### src/rtl/reduce_collector.sv
// reduce_collector: multi-slot collector for load-reduce traffic.
// Each slot tracks a node mask, an op and a tag. It folds per-node read
// responses into an accumulator, then hands one finished result at a time
// to the response path through a valid/ready output stage.
module reduce_collector #(
    parameter int NUM_PORTS  = 4,
    parameter int DATA_WIDTH = 16,
    parameter int TAG_WIDTH  = 8,
    parameter int NUM_SLOTS  = 4,
    parameter int SLOT_BITS  = $clog2(NUM_SLOTS),
    parameter int PORT_BITS  = $clog2(NUM_PORTS)
) (
    input  logic                  clk,
    input  logic                  reset,
    input  logic                  alloc_valid,
    output logic                  alloc_ready,
    input  logic [NUM_PORTS-1:0]  alloc_mask,
    input  logic [1:0]            alloc_op,
    input  logic [TAG_WIDTH-1:0]  alloc_tag,
    output logic [SLOT_BITS-1:0]  alloc_slot,
    input  logic                  rsp_valid,
    input  logic [PORT_BITS-1:0]  rsp_port,
    input  logic [SLOT_BITS-1:0]  rsp_slot,
    input  logic [DATA_WIDTH-1:0] rsp_data,
    output logic                  done_valid,
    input  logic                  done_ready,
    output logic [SLOT_BITS-1:0]  done_slot,
    output logic [TAG_WIDTH-1:0]  done_tag,
    output logic [DATA_WIDTH-1:0] done_data,
    output logic                  done_error,
    output logic                  err_pulse
);

    typedef enum logic [1:0] {
        SLOT_FREE    = 2'd0,
        SLOT_COLLECT = 2'd1,
        SLOT_DONE    = 2'd2
    } slot_state_t;

    slot_state_t           state_q   [NUM_SLOTS];
    slot_state_t           state_d   [NUM_SLOTS];
    logic [NUM_PORTS-1:0]  pending_q [NUM_SLOTS];
    logic [NUM_PORTS-1:0]  pending_d [NUM_SLOTS];
    logic [1:0]            op_q      [NUM_SLOTS];
    logic [1:0]            op_d      [NUM_SLOTS];
    logic [TAG_WIDTH-1:0]  tag_q     [NUM_SLOTS];
    logic [TAG_WIDTH-1:0]  tag_d     [NUM_SLOTS];
    logic [DATA_WIDTH-1:0] acc_q     [NUM_SLOTS];
    logic [DATA_WIDTH-1:0] acc_d     [NUM_SLOTS];
    logic                  first_q   [NUM_SLOTS];
    logic                  first_d   [NUM_SLOTS];
    logic                  empty_q   [NUM_SLOTS];
    logic                  empty_d   [NUM_SLOTS];

    logic                  alloc_fire;
    logic                  rsp_legal;
    logic                  retire;
    logic [NUM_PORTS-1:0]  port_bit;
    logic                  present_hit;
    logic [SLOT_BITS-1:0]  present_slot;

    // Combine the running accumulator with a new operand under the slot's op.
    function automatic logic [DATA_WIDTH-1:0] apply_op(
        input logic [1:0]            op,
        input logic [DATA_WIDTH-1:0] a,
        input logic [DATA_WIDTH-1:0] b
    );
        logic [DATA_WIDTH-1:0] r;
        case (op)
            2'b00:   r = a + b;
            2'b01:   r = ($signed(a) > $signed(b)) ? a : b;
            2'b10:   r = ($signed(a) < $signed(b)) ? a : b;
            default: r = (a > b) ? a : b;
        endcase
        return r;
    endfunction

    assign alloc_fire = alloc_valid && alloc_ready;
    assign retire     = done_valid && done_ready;
    assign port_bit   = NUM_PORTS'(1) << rsp_port;
    assign rsp_legal  = rsp_valid && (state_q[rsp_slot] == SLOT_COLLECT) &&
                        ((pending_q[rsp_slot] & port_bit) != '0);

    // Grant the lowest-index FREE slot; ready whenever any slot is FREE.
    always_comb begin
        alloc_ready = 1'b0;
        alloc_slot  = '0;
        for (int s = NUM_SLOTS - 1; s >= 0; s--) begin
            if (state_q[s] == SLOT_FREE) begin
                alloc_ready = 1'b1;
                alloc_slot  = SLOT_BITS'(s);
            end
        end
    end

    // Pick the lowest DONE slot to present next, skipping the one retiring now.
    always_comb begin
        present_hit  = 1'b0;
        present_slot = '0;
        for (int s = NUM_SLOTS - 1; s >= 0; s--) begin
            if (state_q[s] == SLOT_DONE && !(retire && done_slot == SLOT_BITS'(s))) begin
                present_hit  = 1'b1;
                present_slot = SLOT_BITS'(s);
            end
        end
    end

    // Per-slot next state: allocation, response folding and retirement act independently.
    always_comb begin
        for (int s = 0; s < NUM_SLOTS; s++) begin
            state_d[s]   = state_q[s];
            pending_d[s] = pending_q[s];
            op_d[s]      = op_q[s];
            tag_d[s]     = tag_q[s];
            acc_d[s]     = acc_q[s];
            first_d[s]   = first_q[s];
            empty_d[s]   = empty_q[s];
            if (alloc_fire && alloc_slot == SLOT_BITS'(s)) begin
                pending_d[s] = alloc_mask;
                op_d[s]      = alloc_op;
                tag_d[s]     = alloc_tag;
                acc_d[s]     = '0;
                first_d[s]   = 1'b1;
                empty_d[s]   = (alloc_mask == '0);
                state_d[s]   = (alloc_mask == '0) ? SLOT_DONE : SLOT_COLLECT;
            end
            if (rsp_legal && rsp_slot == SLOT_BITS'(s)) begin
                acc_d[s]     = first_q[s] ? rsp_data : apply_op(op_q[s], acc_q[s], rsp_data);
                first_d[s]   = 1'b0;
                pending_d[s] = pending_q[s] & ~port_bit;
                if ((pending_q[s] & ~port_bit) == '0) begin
                    state_d[s] = SLOT_DONE;
                end
            end
            if (retire && done_slot == SLOT_BITS'(s)) begin
                state_d[s] = SLOT_FREE;
            end
        end
    end

    // Slot state and payload registers; reset frees every slot.
    always_ff @(posedge clk or posedge reset) begin
        if (reset) begin
            for (int s = 0; s < NUM_SLOTS; s++) begin
                state_q[s]   <= SLOT_FREE;
                pending_q[s] <= '0;
                op_q[s]      <= '0;
                tag_q[s]     <= '0;
                acc_q[s]     <= '0;
                first_q[s]   <= 1'b0;
                empty_q[s]   <= 1'b0;
            end
        end else begin
            for (int s = 0; s < NUM_SLOTS; s++) begin
                state_q[s]   <= state_d[s];
                pending_q[s] <= pending_d[s];
                op_q[s]      <= op_d[s];
                tag_q[s]     <= tag_d[s];
                acc_q[s]     <= acc_d[s];
                first_q[s]   <= first_d[s];
                empty_q[s]   <= empty_d[s];
            end
        end
    end

    // Output stage: latch a DONE slot when empty or being emptied, else hold steady.
    always_ff @(posedge clk or posedge reset) begin
        if (reset) begin
            done_valid <= 1'b0;
            done_slot  <= '0;
            done_tag   <= '0;
            done_data  <= '0;
            done_error <= 1'b0;
        end else if (!done_valid || done_ready) begin
            done_valid <= present_hit;
            if (present_hit) begin
                done_slot  <= present_slot;
                done_tag   <= tag_q[present_slot];
                done_data  <= acc_q[present_slot];
                done_error <= empty_q[present_slot];
            end else begin
                done_slot  <= '0;
                done_tag   <= '0;
                done_data  <= '0;
                done_error <= 1'b0;
            end
        end
    end

    // Flag any dropped response for exactly one cycle.
    always_ff @(posedge clk or posedge reset) begin
        if (reset) begin
            err_pulse <= 1'b0;
        end else begin
            err_pulse <= rsp_valid && !rsp_legal;
        end
    end

endmodule

### config.mk
export PLATFORM = sky130hd
export DESIGN_NAME = reduce_collector
export DESIGN_NICKNAME = d
export VERILOG_FILES = /design/src/rtl/reduce_collector.sv
export SDC_FILE = /design/constraint.sdc
export NUM_CORES = 1
export LEC_CHECK = 0
export BUFFER_PORTS_ARGS = -buffer_cell sky130_fd_sc_hd__buf_2
export CORE_ASPECT_RATIO = 1.1
export CORE_MARGIN = 3
export CORE_UTILIZATION = 32
export DETAILED_ROUTE_END_ITERATION = 16
export MAX_ROUTING_LAYER = met4
export PLACE_DENSITY = 0.55
export SYNTH_ARGS = -nofsm -noshare
export SYNTH_HDL_FRONTEND = slang
export SYNTH_SLANG_ARGS = --single-unit
### constraint.sdc
create_clock -name clk -period 6.2 [get_ports clk]
set_input_delay 0.93 -clock clk [delete_from_list [all_inputs] [get_ports clk]]
set_output_delay 0.93 -clock clk [all_outputs]
set_load 0.02 [all_outputs]
## After elaboration in Yosys (flattened, before gate mapping)

Cells that the tools add are included.
Widths: inputs -> output; s select.

| word-level totals | value |
|---|---|
| word-level logic and storage cells | 244 |
| register bits | 165 |

| operators by class | value |
|---|---|
| shift-type cells | 1 |
| multiplexer cells | 96 |
| equality and inequality tests | 34 |
| add/subtract/negate cells | 4 |
| reductions and logical operators | 53 |
| bitwise logic cells | 8 |
| magnitude comparators | 14 |

Operators by type and width:

| operator | count |
|---|---|
| $mux 16 | 27 |
| $pmux 16 s3 | 4 |
| $gt 16x16->1 | 8 |
| $add 16x16->16 | 4 |
| $lt 16x16->1 | 4 |
| $mux 2 | 28 |
| $mux 4 | 10 |
| $bmux 16 s2 | 1 |
| $ne 4x4->1 const B | 8 |
| $eq 2x2->1 const B | 14 |
| $mux 8 | 3 |
| $ne 6x3->1 const B | 4 |
| $logic_not 2->1 | 11 |
| $logic_and 1x1->1 | 21 |
| $and 4x4->4 | 5 |
| $logic_not 4->1 | 5 |
| $mux 1 | 19 |
| $bmux 8 s2 | 1 |
| $eq 2x1->1 const B | 8 |
| $reduce_and 4->1 | 4 |
| $bmux 4 s2 | 1 |
| $reduce_bool 2->1 | 4 |
| $ge 3x3->1 const B | 2 |
| $logic_not 1->1 | 6 |
| other kinds (7) | 8 |

## Longest topological paths before layout

Gate-level depths: netlist (run 1).

| logic depth | value |
|---|---|
| depth in word-level cells | 13 |
| gate-level depth with buffers | 12 |

## Least setup slack after synthesis (run 1)

OpenSTA, ideal clock, no wires.

| timing path | value |
|---|---|
| path type | input -> register |
| start | input port rsp_data[8] |
| end | register acc_q[16] (netlist bit) |
| data required time | 6.072 ns |
| path buffers | 2 |
| path slack | 2.762 ns |
| stages | 11 |
| data arrival time | 3.310 ns |
| library setup time | 0.128 ns |
| cell sequence | inv_1 -> ha_1 -> clkbuf_1 -> nand4_1 -> nor4_1 -> or3b_1 -> mux4_2 -> o21ai_2 -> nand2_2 -> buf_2 -> mux2_1 |

| between the ends | value |
|---|---|
| cells in the longest elaborated chain, start to end | 3 |
| elaborated cells between the ends (all ways) | 7 |
| those cells by class | order compare (3); eq/ne (3); reduce/logical (1) |

Ends and longest elaborated chain:

| what | line | source |
|---|---|---|
| start: declaration | 24 | `input logic [DATA_WIDTH-1:0] rsp_data,` |
| $gt 16x16->1, or another cell as far along | 73 | `default: r = (a > b) ? a : b;` |
| $ne 6x3->1 (no line) or $ne 4x4->1 (tied branches) | - |  |
| $reduce_and 4->1 (no line) * | - |  |
| end signal: indexed assignment | 159 | `acc_q[s] <= acc_d[s];` |
| end: declaration | 48 | `logic [DATA_WIDTH-1:0] acc_q [NUM_SLOTS];` |

Mark *: on every way between the ends. The rest lies on a longest branch, timed or not.
A chain may end at the register's enable or synchronous reset.

## Final worst setup path (run 1)

| timing path | value |
|---|---|
| start | input port rsp_data[13] |
| end | register acc_q[22] (netlist bit) |

Same word-level chain as after synthesis.

==> run_results.csv, run 1 <==
group,metric,value,unit
status,status,"finished, final reports clean",
finish,nNetsFinal,1583,
sta,tns,0,ns
yosys,yosys_warnings,0,
floorplanning,die_h,214,µm
critical_path,path_class,"input pin to flop",
place,dp_slack,1.88,ns
floorplanning,fp-row-count,75,
detailed_routing,route.detailed.drc,0,
cts,post_cts_buffers,0,
detailed_routing,dr.pass1.iters,5,
critical_path,critPathLaunchType,"input pin",
detailed_routing,routedWlPerCell,20.0,µm
yosys,synth_area,0.0126,mm²
place,io_buffers,70,
detailed_routing,drtIter0Drc,759,
yosys,synth_cell_type_count,80,
detailed_routing,vias,10600,
cts,clk_latency,0.47,ns
yosys,synth-seq-cells,165,
sta,rsz0062_at_grt,"no",
sta,worst_slew_pin_slew,1.13,ns
yosys,synthesis.nets,1544,
cts,cts.clk_slew.worst_paths,0.08,ns
cts,cts_tree,"built",
cts,cts.sinks,165,
detailed_routing,wl,38500,µm
global_route,grt_overflow,0,
global_route,grt_usage,0.189,
floorplanning,die_x,195,µm
global_route,grt_pass1_wl,61000,µm
sta,fmax,257,MHz
finish,fillers,3929,
detailed_routing,viasPerCell,5.50,
floorplanning,core_area,0.0385,mm²
cts,cts.repair.resized,0,
yosys,ys_seq_area_frac,0.328,
yosys,synth.avg_cell_area,9.18,µm²
place,place.gp.congestion,0.928,
sta,slew_viol_final,0,
sta,clock_skew,0.0133,ns
sta,period_needed,3.89,ns
global_route,grt_max_degree,67,
worst_hold_path,min_path_type,"flop to flop",
sta,slew_headroom,0.244,
critical_path,worstPathMaxFanout,12,
yosys,syn_inst,1371,
cts,cts_hold_buf,0,
global_route,grt_pass1_vias,10500,
finish,final_cell_mix,"dfrtp_1, nand2_1, nor2_1, ha_1, a21oi_1",
yosys,synthArstFlopShare,1.00,
sta,fin_crit_sh,0.627,
sta,hold_viol_final,0,
detailed_routing,ant_nets,0,
power_and_ir_drop,ir_drop,0.000217,V
yosys,synth_flop_cell,"dfrtp_1",
sta,setup_slack,2.31,ns
yosys,synth_edf_count,0,
cts,cts-root-buf,"clkbuf_16",
power_and_ir_drop,powerDensity,375,mW/mm²
cts,cts-buffers-inserted,17,
finish,drive_gt1_frac,0.143,
finish,layout_commonest_cell,"dfrtp_1",
cts,htreeDepth,4,
global_route,antenna_found_initial,1,
finish,syn2layout_area_growth,11.6,%
floorplanning,die-area,0.0417,mm²
sta,setup_viol,0,
yosys,yosysTopAreaCellShare,0.328,
run,max_cap_viol_count,0,
power_and_ir_drop,p_leak,0.00649,µW
critical_path,critPathRequiredTime,6.54,ns
cts,clockBufferDepth,2,
floorplanning,io_pins,71,
yosys,synth_area_leaders,"dfrtp_1, ha_1, mux4_2",
yosys,synth.largest_area_cell,"dfrtp_1",
floorplanning,initial_core_util,0.327,
critical_path,cp-end-kind,"flop",
place,dp_hpwl,28900,µm
critical_path,worstPathArrival,4.23,ns
## critical path, cell delays in order
cell      delay, ns
buf_2          0.21
inv_1          0.17
ha_1           0.44
nand4_1        0.27
nor4_1         0.92
nand2b_1       0.20
mux4_2         0.24
o21ai_2        0.13
nand2_2        0.34
mux2_1         0.36
## through the flow
stage	util	hold slack (ns)	cell area, µm²	cells	total power, µW
2_1_floorplan	-	0.440	12600	1371	3470
3_3_place_gp	0.349	0.456	13400	1891	4140
3_5_place_dp	0.349	0.458	13400	1891	4180
4_1_cts	0.365	0.477	14000	1923	5300
5_1_grt	0.365	0.498	14000	1924	5650
6_report	0.365	0.474	14000	1924	5270
## final timing paths
kind	from	end	slack [ns]	cells after the start
min in group asynchronous	reset	acc_q[32]$_DFFE_PP0P_	0.57	2
max in group asynchronous	reset	tag_q[30]$_DFFE_PP0P_	4.35	3
hold / removal	tag_q[9]$_DFFE_PP0P_	tag_q[9]$_DFFE_PP0P_	0.47	2
setup reg to reg	acc_q[29]$_DFFE_PP0P_	acc_q[22]$_DFFE_PP0P_	2.75	8
setup / recovery	rsp_data[13]	acc_q[22]$_DFFE_PP0P_	2.31	10
hold reg to reg	tag_q[9]$_DFFE_PP0P_	tag_q[9]$_DFFE_PP0P_	0.47	2
## flip-flops by register name, summed over array words and instances, names as in the netlist
name / cells
done_valid: 1
done_error: 1
empty_q: 4
tag_q: 32
done_tag: 8
done_slot: 2
err_pulse: 1
state_q: 8
acc_q: 64
done_data: 16
op_q: 8
first_q: 4
pending_q: 16
## cell usage after synthesis, types with 12 or more instances
cell type	n
dfrtp_1	165
nand2_1	164
nor2_1	137
ha_1	130
a21oi_1	87
inv_1	70
o21ai_0	69
clkbuf_1	48
a22o_1	43
xnor2_1	35
mux4_2	33
nor3_1	27
nand2b_1	25
nand3_1	24
a211oi_1	22
nor2b_1	22
mux2_1	16
mux2_2	14
nand4_1	14
buf_2	13
o31ai_1	13
o21bai_1	12
## cell families after synthesis
kind of cell,count (synthesis),share of synthesized area
AOI/OAI and AO/OA,339,0.185
DFF,165,0.328
muxes,80,0.102
adders and majority gates,134,0.136
xor gates and xnor gates,43,0.0299
and+or+nand+nor,474,0.176
buffers and inverters,136,0.0439
## where the power goes
group,internal (µW),total [µW],switching [µW],leakage (µW)
combinational,997,2420,1430,0.00403
clock,548,1110,558,0.000295
sequential,1400,1740,338,0.00217
## cell type report
cell class	count	area (µm²)	area share
Timing Repair Buffer	85	463	0.0330
Sequential cell	165	4130	0.294
Clock buffer	17	425	0.0303
Antenna cell	1	2.50	0.000178
Inverter	71	272	0.0193
Multi-Input combinational cell	1070	7940	0.565
Tap cell	500	626	0.0446
Clock inverter	15	186	0.0133
## metal layers
| layer | track usage | vias to the layer above | routed length [µm] |
|---|---|---|---|
| met5 | - | - | 0 |
| met4 | 0.0694 | 0 | 1220 |
| met3 | 0.0237 | 62 | 1660 |
| met2 | 0.301 | 270 | 18200 |
| met1 | 0.249 | 5240 | 17400 |
| li1 | - | 5014 | - |
Note: power is estimated with default switching activity, not from simulation.
==> inputs of run 2 (changes only) <==
--- a/config.mk
+++ b/config.mk
@@ -11,7 +11,7 @@
 export CORE_UTILIZATION = 32
 export DETAILED_ROUTE_END_ITERATION = 16
 export MAX_ROUTING_LAYER = met4
-export PLACE_DENSITY = 0.55
+export PLACE_DENSITY = 0.57
 export SYNTH_ARGS = -nofsm -noshare
 export SYNTH_HDL_FRONTEND = slang
 export SYNTH_SLANG_ARGS = --single-unit
==> constraint.sdc (replaced) <==
create_clock -name clk -period 3.32 [get_ports clk]
set_input_delay 0.498 -clock clk [delete_from_list [all_inputs] [get_ports clk]]
set_output_delay 0.498 -clock clk [all_outputs]
set_load 0.02 [all_outputs]
==> run 2 against run 1 <==
  * Worst hold slack worse by 0.39 ns
  * Clock skew down 0.0032 ns
  * Critical endpoint is now acc_q[39]$_DFFE_PP0P_
  * Worst setup slack worse by 2.0 ns
  * Die area unchanged
  * Combinational power up 92%
  * Largest cell class unchanged
==> run_results.csv, run 2 (synthesis gave the netlist of run 1 again) <==
group,metric,value,unit
status,status,"finished, final reports clean",
detailed_routing,vias,10500,
critical_path,worstPathArrival,3.37,ns
sta,fmax,330,MHz
sta,slew_headroom,0.326,
global_route,grt_max_degree,73,
critical_path,cp_cell_sequence,"ha_1 -> nand4_1 -> o41ai_1 -> buf_4 -> mux2i_1 -> nand2_1 -> nand4b_1 -> o211ai_4 -> nand2_4 -> mux2_1",
finish,regMostFlops,"acc_q",
cts,clk_latency,0.46,ns
cts,cts-buffers-inserted,17,
critical_path,cp-end-kind,"flop",
floorplanning,fp-row-count,75,
sta,hold_viol_final,0,
sta,tns,0,ns
floorplanning,die-area,0.0417,mm²
place,io_buffers,70,
sta,clock_skew,0.0101,ns
finish,ff_latch_area,0.00413,mm²
cts,clockBufferDepth,2,
sta,period_needed,3.03,ns
global_route,grt_pass1_vias,10600,
cts,cts_hold_buf,0,
cts,cts-root-buf,"clkbuf_16",
power_and_ir_drop,powerDensity,690,mW/mm²
detailed_routing,viasPerCell,5.34,
cts,cts.repair.resized,0,
cts,post_cts_buffers,0,
cts,cts_tree,"built",
global_route,antenna_found_initial,0,
sta,slew_viol_final,0,
global_route,grt_pass1_wl,59000,µm
floorplanning,io_pins,71,
critical_path,path_class,"flop to flop",
global_route,grt_overflow,0,
detailed_routing,drtIter0Drc,768,
finish,final_cell_mix,"dfrtp_1, nand2_1, nor2_1, ha_1, a21oi_1",
finish,fillers,3881,
place,dp_hpwl,28500,µm
power_and_ir_drop,p_leak,0.00677,µW
floorplanning,initial_core_util,0.327,
finish,antenna-diode-count,0,
critical_path,slowest_delay,0.60,ns
finish,fin_area,0.0145,mm²
detailed_routing,wl,37100,µm
cts,cts.sinks,165,
detailed_routing,dr.pass1.iters,5,
critical_path,critPathRequiredTime,3.66,ns
floorplanning,core_area,0.0385,mm²
sta,setup_viol,0,
sta,rsz0062_at_grt,"no",
detailed_routing,ant_nets,0,
floorplanning,die_h,214,µm
critical_path,worst_path_max_delay_cell,"o41ai_1",
cts,cts.clk_slew.worst_paths,0.08,ns
power_and_ir_drop,ir_drop,0.000380,V
finish,drive_gt1_frac,0.174,
critical_path,worstPathMaxFanout,16,
finish,nNetsFinal,1634,
finish,layout_commonest_cell,"dfrtp_1",
critical_path,r2r-start,"acc_q[45]$_DFFE_PP0P_",
floorplanning,die_x,195,µm
worst_hold_path,min_path_type,"input pin to async pin",
finish,syn2layout_area_growth,15.3,%
critical_path,startpoint,"acc_q[45]$_DFFE_PP0P_",
detailed_routing,route.detailed.drc,0,
detailed_routing,routedWlPerCell,18.8,µm
finish,multi_input_area,0.00794,mm²
cts,htreeDepth,4,
global_route,grt_usage,0.183,
sta,worst_slew_pin_slew,1.00,ns
place,dpl-instance-area,0.0139,mm²
finish,reg_top3,"acc_q x64, tag_q x32",
run,max_cap_viol_count,0,
finish,utilization,0.377,
place,place.gp.congestion,0.928,
critical_path,critPathLaunchType,"flop",
sta,fin_crit_sh,0.913,
finish,largest_reg_flops,64,
-- run 2: cell types whose count changed in the layout (fill, tap and decap cells not counted), sizes merged --
cell	delta
buf	+51
bufinv	+1
clkinv	-2
diode	-1
inv	+1
-- run 2: report_power, final --
group | leakage, µW | internal, µW | switching (µW) | total, µW
Combinational | 0.00429 | 2010 | 2630 | 4640
Clock | 0.000307 | 1100 | 1040 | 2140
Sequential | 0.00217 | 2620 | 620 | 3240
Total | 0.00677 | 5740 | 4290 | 10000
-- run 2: final timing paths --
kind	to	slack, ns	cells after the start
worst max-delay path	acc_q[39]$_DFFE_PP0P_	0.29	10
worst min-delay path	acc_q[54]$_DFFE_PP0P_	0.08	2
worst max register to register	acc_q[39]$_DFFE_PP0P_	0.29	10
worst min register to register	tag_q[15]$_DFFE_PP0P_	0.47	2
max in group asynchronous	acc_q[13]$_DFFE_PP0P_	2.34	3
min in group clk	tag_q[11]$_DFFE_PP0P_	0.28	3
-- run 2: area by class of cell --
class | count | share of cell area
well taps | 500 | 0.0431
flip-flops and latches | 165 | 0.284
inverters | 71 | 0.0186
clock buffers | 17 | 0.0293
multi-input cells | 1070 | 0.547
repair buffers | 136 | 0.0634
clock inverters | 15 | 0.0143
-- run 2: metal layers --
| metal | global-route usage | vias up | part of all wire |
|---|---|---|---|
| li1 | - | 5131 | - |
| met1 | 0.233 | 5088 | 0.46 |
| met2 | 0.293 | 248 | 0.47 |
| met3 | 0.0230 | 71 | 0.036 |
| met4 | 0.0784 | 0 | 0.041 |
| met5 | - | - | 0 |
-- run 2: worst max-delay path: cells and delay by family, from the launching register on --
family | cells | cell delay [ns]
flip-flops | 1 | 0.43
AND/OR/NAND/NOR | 4 | 0.66
adder cells (fa/ha/maj) | 1 | 0.40
multiplexers | 2 | 0.45
buffers and inverters | 1 | 0.21
AO/OA/AOI/OAI | 2 | 0.75
-- run 2: through the flow --
step | cells | hold WS (ns) | total power [µW] | setup slack, ns
3_5_place_dp | 1942 | 0.459 | 7910 | -0.0460
5_1_grt | 1974 | 0.113 | 10800 | 0.126
2_1_floorplan | 1371 | 0.440 | 6470 | 0.314
6_report | 1974 | 0.0829 | 10000 | 0.290
4_1_cts | 1974 | 0.0814 | 10100 | 0.307
3_3_place_gp | 1942 | 0.453 | 7830 | -0.00899
